**src/rtl/mem_pkg.sv**
```systemverilog
// -----------------------------------------------------------------------------
// mem_pkg
// Shared definitions for the single-port memory controller: default widths,
// the controller FSM state type, the requester identifier type and a helper
// that sizes the anti-starvation counter.
// -----------------------------------------------------------------------------
package mem_pkg;

  localparam int MEM_ADDR_W     = 10;
  localparam int MEM_DATA_W     = 32;
  localparam int MEM_STARVE_MAX = 2;

  typedef enum logic [1:0] {
    IDLE,
    ACCESS,
    CAPTURE,
    RESP
  } mem_state_t;

  typedef enum logic {
    REQ_IF,
    REQ_LS
  } req_id_t;

  // Width needed to count from 0 up to max inclusive, never less than one bit.
  function automatic int cnt_width(input int max);
    return (max < 1) ? 1 : $clog2(max + 1);
  endfunction

endpackage

```
**src/rtl/mem_arb.sv**
```systemverilog
// -----------------------------------------------------------------------------
// mem_arb
// Grant generation for the two requesters of mem_ctrl. Load/store normally
// wins; once it has won STARVE_MAX times in a row while a fetch was waiting,
// the fetch is granted instead.
//
// Ports:
//   clk, rst   : clock and asynchronous active-high reset
//   en         : grants may be issued (controller idle and not in reset)
//   if_valid   : fetch request pending
//   ls_valid   : load/store request pending
//   grant_if   : fetch granted this cycle (doubles as if_req_ready)
//   grant_ls   : load/store granted this cycle (doubles as ls_req_ready)
// -----------------------------------------------------------------------------
module mem_arb
  import mem_pkg::*;
#(
  parameter int STARVE_MAX = MEM_STARVE_MAX,
  localparam int CNT_W = cnt_width(STARVE_MAX)
) (
  input  logic clk,
  input  logic rst,
  input  logic en,
  input  logic if_valid,
  input  logic ls_valid,
  output logic grant_if,
  output logic grant_ls
);

  localparam logic [CNT_W-1:0] CNT_MAX = CNT_W'(STARVE_MAX);

  logic [CNT_W-1:0] starve_cnt;

  // Decide the winner. Fetch only beats a pending load/store when the
  // load/store side has already used up its allowance of consecutive wins.
  // A requester that is not valid can never be granted, so a grant is also
  // a completed request handshake.
  always_comb begin
    grant_if = 1'b0;
    grant_ls = 1'b0;
    if (en) begin
      if (if_valid && (!ls_valid || (starve_cnt == CNT_MAX))) begin
        grant_if = 1'b1;
      end else if (ls_valid) begin
        grant_ls = 1'b1;
      end
    end
  end

  // Track how many load/store grants in a row have gone by while a fetch
  // was waiting. A fetch grant, or a load/store grant with no fetch
  // waiting, starts the count over; the count stops at its ceiling.
  always_ff @(posedge clk or posedge rst) begin
    if (rst) begin
      starve_cnt <= '0;
    end else if (grant_if) begin
      starve_cnt <= '0;
    end else if (grant_ls) begin
      if (!if_valid) begin
        starve_cnt <= '0;
      end else if (starve_cnt != CNT_MAX) begin
        starve_cnt <= starve_cnt + CNT_W'(1);
      end
    end
  end

endmodule

```
**src/rtl/mem_ctrl.sv**
```systemverilog
// -----------------------------------------------------------------------------
// mem_ctrl
// Single-port memory controller between the CORDIC core and the ram block.
// Arbitrates instruction fetch (read-only) and load/store (read/write),
// runs one transaction at a time around the RAM's one-cycle registered read
// latency, and returns read data on valid/ready response channels.
//
// Ports:
//   clk, rst                                  : clock, async active-high reset
//   if_req_valid/if_req_ready/if_req_addr     : fetch request
//   if_rsp_valid/if_rsp_ready/if_rsp_data     : fetch response
//   ls_req_valid/ls_req_ready/ls_req_we       : load/store request handshake
//   ls_req_addr/ls_req_wdata                  : load/store address, store data
//   ls_rsp_valid/ls_rsp_ready/ls_rsp_data     : load response (loads only)
//   ram_wr_en/ram_address/ram_data_in         : drive to the RAM
//   ram_data_out                              : RAM read data, one cycle late
//   busy                                      : high whenever not IDLE
// -----------------------------------------------------------------------------
module mem_ctrl
  import mem_pkg::*;
#(
  parameter int ADDR_W     = MEM_ADDR_W,
  parameter int DATA_W     = MEM_DATA_W,
  parameter int STARVE_MAX = MEM_STARVE_MAX
) (
  input  logic              clk,
  input  logic              rst,
  input  logic              if_req_valid,
  output logic              if_req_ready,
  input  logic [ADDR_W-1:0] if_req_addr,
  output logic              if_rsp_valid,
  input  logic              if_rsp_ready,
  output logic [DATA_W-1:0] if_rsp_data,
  input  logic              ls_req_valid,
  output logic              ls_req_ready,
  input  logic              ls_req_we,
  input  logic [ADDR_W-1:0] ls_req_addr,
  input  logic [DATA_W-1:0] ls_req_wdata,
  output logic              ls_rsp_valid,
  input  logic              ls_rsp_ready,
  output logic [DATA_W-1:0] ls_rsp_data,
  output logic              ram_wr_en,
  output logic [ADDR_W-1:0] ram_address,
  output logic [DATA_W-1:0] ram_data_in,
  input  logic [DATA_W-1:0] ram_data_out,
  output logic              busy
);

  mem_state_t state;
  mem_state_t next_state;
  req_id_t    owner;
  logic       grant_if;
  logic       grant_ls;
  logic       arb_en;
  logic       rsp_done;

  // Grants are only offered while idle, and never while reset is held, so
  // both readies read 0 during reset regardless of the request valids.
  assign arb_en = (state == IDLE) && !rst;

  mem_arb #(
    .STARVE_MAX(STARVE_MAX)
  ) u_arb (
    .clk     (clk),
    .rst     (rst),
    .en      (arb_en),
    .if_valid(if_req_valid),
    .ls_valid(ls_req_valid),
    .grant_if(grant_if),
    .grant_ls(grant_ls)
  );

  assign if_req_ready = grant_if;
  assign ls_req_ready = grant_ls;
  assign if_rsp_valid = (state == RESP) && (owner == REQ_IF);
  assign ls_rsp_valid = (state == RESP) && (owner == REQ_LS);
  assign rsp_done     = (if_rsp_valid && if_rsp_ready) || (ls_rsp_valid && ls_rsp_ready);
  assign busy         = (state != IDLE);

  // State register for the transaction sequencer.
  always_ff @(posedge clk or posedge rst) begin
    if (rst) begin
      state <= IDLE;
    end else begin
      state <= next_state;
    end
  end

  // Walk each transaction through the RAM. During ACCESS the registered
  // write enable tells a store (done after one cycle) from a read, which
  // needs a CAPTURE cycle for the RAM's registered output before the
  // response can be offered.
  always_comb begin
    next_state = state;
    unique case (state)
      IDLE:    if (grant_if || grant_ls) next_state = ACCESS;
      ACCESS:  next_state = ram_wr_en ? IDLE : CAPTURE;
      CAPTURE: next_state = RESP;
      RESP:    if (rsp_done) next_state = IDLE;
      default: next_state = IDLE;
    endcase
  end

  // RAM drive and response registers. The granted request is captured at
  // the handshake edge so the requester is free to change its inputs
  // afterwards. The write enable is a pulse: set at the handshake of a
  // store and cleared at the end of ACCESS. Read data is copied out of the
  // RAM in CAPTURE into the owner's response register, which then holds
  // until the owner's next read completes.
  always_ff @(posedge clk or posedge rst) begin
    if (rst) begin
      ram_wr_en   <= 1'b0;
      ram_address <= '0;
      ram_data_in <= '0;
      owner       <= REQ_IF;
      if_rsp_data <= '0;
      ls_rsp_data <= '0;
    end else begin
      ram_wr_en <= 1'b0;
      if (grant_ls) begin
        ram_address <= ls_req_addr;
        ram_data_in <= ls_req_wdata;
        ram_wr_en   <= ls_req_we;
        owner       <= REQ_LS;
      end else if (grant_if) begin
        ram_address <= if_req_addr;
        owner       <= REQ_IF;
      end
      if (state == CAPTURE) begin
        if (owner == REQ_IF) begin
          if_rsp_data <= ram_data_out;
        end else begin
          ls_rsp_data <= ram_data_out;
        end
      end
    end
  end

endmodule

```
**config.mk**
```make
export PLATFORM = sky130hd
export DESIGN_NAME = mem_ctrl
export DESIGN_NICKNAME = d
export VERILOG_FILES = /design/src/rtl/mem_pkg.sv /design/src/rtl/mem_arb.sv /design/src/rtl/mem_ctrl.sv
export SDC_FILE = /design/constraint.sdc
export NUM_CORES = 1
export LEC_CHECK = 0
export CORE_MARGIN = 1
export CORE_UTILIZATION = 38
export CTS_BUF_LIST = sky130_fd_sc_hd__clkbuf_8
export CTS_CLUSTER_SIZE = 25
export DETAILED_ROUTE_END_ITERATION = 7
export PLACE_DENSITY = 0.78
export SYNTH_ARGS = -nofsm -noshare
export SYNTH_HDL_FRONTEND = slang
export SYNTH_HIERARCHICAL = 1
export SYNTH_SLANG_ARGS = --single-unit
```
**constraint.sdc**
```tcl
create_clock -name clk -period 3.8 [get_ports clk]
set_clock_uncertainty 0.15 [all_clocks]
set_input_delay 0.76 -clock clk [delete_from_list [all_inputs] [get_ports clk]]
set_output_delay 0.76 -clock clk [all_outputs]
set_load 0.02 [all_outputs]
```
==> impl_metrics.json <==
{
  "yosys.area_share.adder": 0.00286,
  "synth_top_family_by_area": "multiplexers",
  "antenna_found_initial": 0,
  "area_delta_synth_final_pct": 54.3,
  "clock_sinks": 112,
  "p_clk_frac": 0.128,
  "io_buffers": 202,
  "maxCapViolations": 0,
  "seqCellArea_mm2": 0.00280,
  "fin_setup_tns_ns": 0,
  "async_flop_share": 1.00,
  "cp-end-kind": "primary output",
  "final_cells": 632,
  "avgSynthCellArea_um2": 15.5,
  "core_area_mm2": 0.0110,
  "yosys.cell_types.count": 28,
  "clk_latency_ns": 0.36,
  "grt_setup_unrepaired": "no",
  "dp_cells": 616,
  "slowest_stage": "clkdlybuf4s50_1",
  "slowest_delay_ns": 0.68,
  "synth_xor_area_frac": 0,
  "grt_pass1_vias": 3240,
  "yosysTopAreaCell": "dfrtp_1",
  "power_switching_mw": 2.13,
  "worstPathMaxFanout": 4,
  "drt_iter0_drc": 93,
  "vdd_drop_max_uv": 506,
  "drtPass1Iterations": 4,
  "ant_nets": 0,
  "rr_worst_depth": 6,
  "routabilityCongestion": 0.721,
  "ys_seq_elements": 112,
  "routed_wl_um": 10100,
  "max_freq_mhz": 291,
  "grt_pass1_wl_um": 15600,
  "p_sw_frac": 0.356,
  "vias": 2982,
  "hpwl_um": 7470,
  "p_leak_nw": 2.77,
  "criticalPathCategory": "in2out",
  "crit_family": "buffers and inverters",
  "max-slew-margin-rel": 0.383,
  "grt_max_degree": 68,
  "diodes": 0,
  "cts_resized": 0,
  "cts_buffers": 9,
  "placed_area_mm2": 0.00654,
  "drc": 0,
  "synth_top_area_share": 0.640,
  "start_kind": "input port",
  "die_w_um": 109,
  "yosys.area_share.simple": 0.0303,
  "finalHoldViolations": 0,
  "rows": 38,
  "stdcell_area_mm2": 0.00676,
  "top_level_ports": 203,
  "start_util": 0.397,
  "maxSlewViolCount": 0,
  "comb_power_share": 0.519,
  "synthCells": 283,
  "h-tree-depth": 3,
  "syn_area_mm2": 0.00438,
  "drive_above_1_share": 0.242,
  "crit_cells": 5,
  "synth-compound-area-share": 0.0229,
  "synth_nets": 375,
  "min_path_type": "reg2reg",
  "finalCriticalPeriod_ns": 3.44,
  "cell_internal_pwr_mw": 3.86,
  "clk_path_buf_depth": 2,
  "final_common_cell": "clkdlybuf4s50_1",
  "vias_per_cell": 4.72,
  "dieArea_mm2": 0.0120,
  "ctsHoldBuffers": 0,
  "cpMostUsedCell": "clkdlybuf4s50_1",
  "power.density_mw_per_mm2": 886,
  "grt.overflow.total": 0,
  "wire_per_inst_um": 16.0,
  "fill_cells": 908,
  "synthMuxAreaShare": 0.274,
  "synth_edf_count": 0,
  "synth-main-ff-cell": "dfrtp_1",
  "final_cell_mix": "clkdlybuf4s50_1 (202), dfrtp_1 (112), mux2_2 (94)",
  "cp.arrival_ns": 2.53,
  "fin_nets": 579,
  "hold_depth": 1,
  "post-cts-setup-buffer-count": 0,
  "cts_root_buffer": "clkbuf_8",
  "synth_seq_area_share": 0.640,
  "pwr-share-seq": 0.353,
  "outcome": "completed",
  "path_clk_slew_ns": 0.10,
  "crit_buf_inv": 2,
  "post-route-period-util": 0.905,
  "dieHeight_um": 109,
  "synth_area_leaders": "dfrtp_1 (64%), mux2_2 (24%), mux2i_1 (2.7%), buf_6 (1.5%), o21ai_0 (1.1%)",
  "crit_chain": "clkdlybuf4s50_1 -> nor2_1 -> nand2_1 -> a21oi_1 -> clkdlybuf4s50_1",
  "cp.required_ns": 2.89,
  "synth_warnings": 6,
  "multi_input_area_mm2": 0.00146,
  "cts_tree": "done",
  "grt_use_total": 0.172,
  "worst_pin_slew_ns": 0.920,
  "setup_viol": 0
}
worst paths after layout:
path	to	start	slack [ns]
hold / removal	u_arb/starve_cnt[0]$_DFFE_PP0P_	u_arb/starve_cnt[0]$_DFFE_PP0P_	0.33
setup / recovery	if_req_ready	rst	0.36
hold reg to reg	u_arb/starve_cnt[0]$_DFFE_PP0P_	u_arb/starve_cnt[0]$_DFFE_PP0P_	0.33
setup reg to reg	ram_data_in[31]$_DFFE_PP0P_	state[0]$_DFFE_PP0P_	1.28
min in group asynchronous	u_arb/starve_cnt[1]$_DFFE_PP0P_	rst	0.52
max in group asynchronous	if_rsp_data[18]$_DFFE_PP0P_	rst	2.23
worst reg2reg max path: stages (launching register included):
cell and delay (ns):
dfrtp_1 0.48, or2_2 0.37, nor2_1 0.24, nand2_1 0.13
a21oi_4 0.13, buf_4 0.50, mux2_2 0.41
routing by layer:
layer,part of all wire,global-route usage,vias up
met5,0,0,-
met4,0.023,0.0743,0
li1,-,-,1387
met1,0.40,0.205,1456
met2,0.49,0.292,122
met3,0.080,0.0486,17
cell type report:
cell class | instances | area share
sequential | 112 | 0.415
clock inverter | 7 | 0.0143
inverter | 7 | 0.00444
multi-input combinational | 150 | 0.216
tap | 140 | 0.0259
timing repair buffer | 207 | 0.307
clock buffer | 9 | 0.0183
stage by stage:
stage          setup slack, ns  hold WS (ns)   util  total power, mW
6_report                 0.360         0.333  0.613             5.99
5_1_grt                  0.234         0.368  0.613             6.33
4_1_cts                  0.358         0.339  0.613             6.07
3_5_place_dp             0.360         0.324  0.593             5.29
3_3_place_gp             0.435         0.309  0.593             5.20
2_1_floorplan             1.24         0.301      -             3.81
registers in the layout, indices dropped and copies added, names as in the netlist, named ones only:
signal and cells:
ls_rsp_data 32, if_rsp_data 32, owner 1, ram_wr_en 1, ram_address 10, state 1
ram_data_in 32, u_arb/starve_cnt 2
Yosys cell counts (all sizes together) (2+ instances only):
library cell / n
mux2: 96
o21ai: 10
inv: 7
a21oi: 2
nand2: 13
dfrtp: 112
mux2i: 12
nor2: 2
buf: 13
power by group through the flow:
| stage | Clock, mW | Sequential, mW | Combinational [mW] |
|---|---|---|---|
| after global routing | 0.835 | 2.20 | 3.30 |
| after CTS | 0.793 | 2.12 | 3.16 |
| after global placement | 0 | 2.11 | 3.09 |
| final | 0.765 | 2.11 | 3.11 |
| after detailed placement | 0 | 2.15 | 3.14 |
| after floorplan | 0 | 2.81 | 0.995 |
kinds of logic after synthesis:
| kind of cell | Yosys count |
|---|---|
| flops | 112 |
| mux | 108 |
| simple gates | 24 |
| buf+inv | 21 |
| compound gates | 17 |
| fa+ha+maj | 1 |
Note: power is estimated with default switching activity, not from simulation.
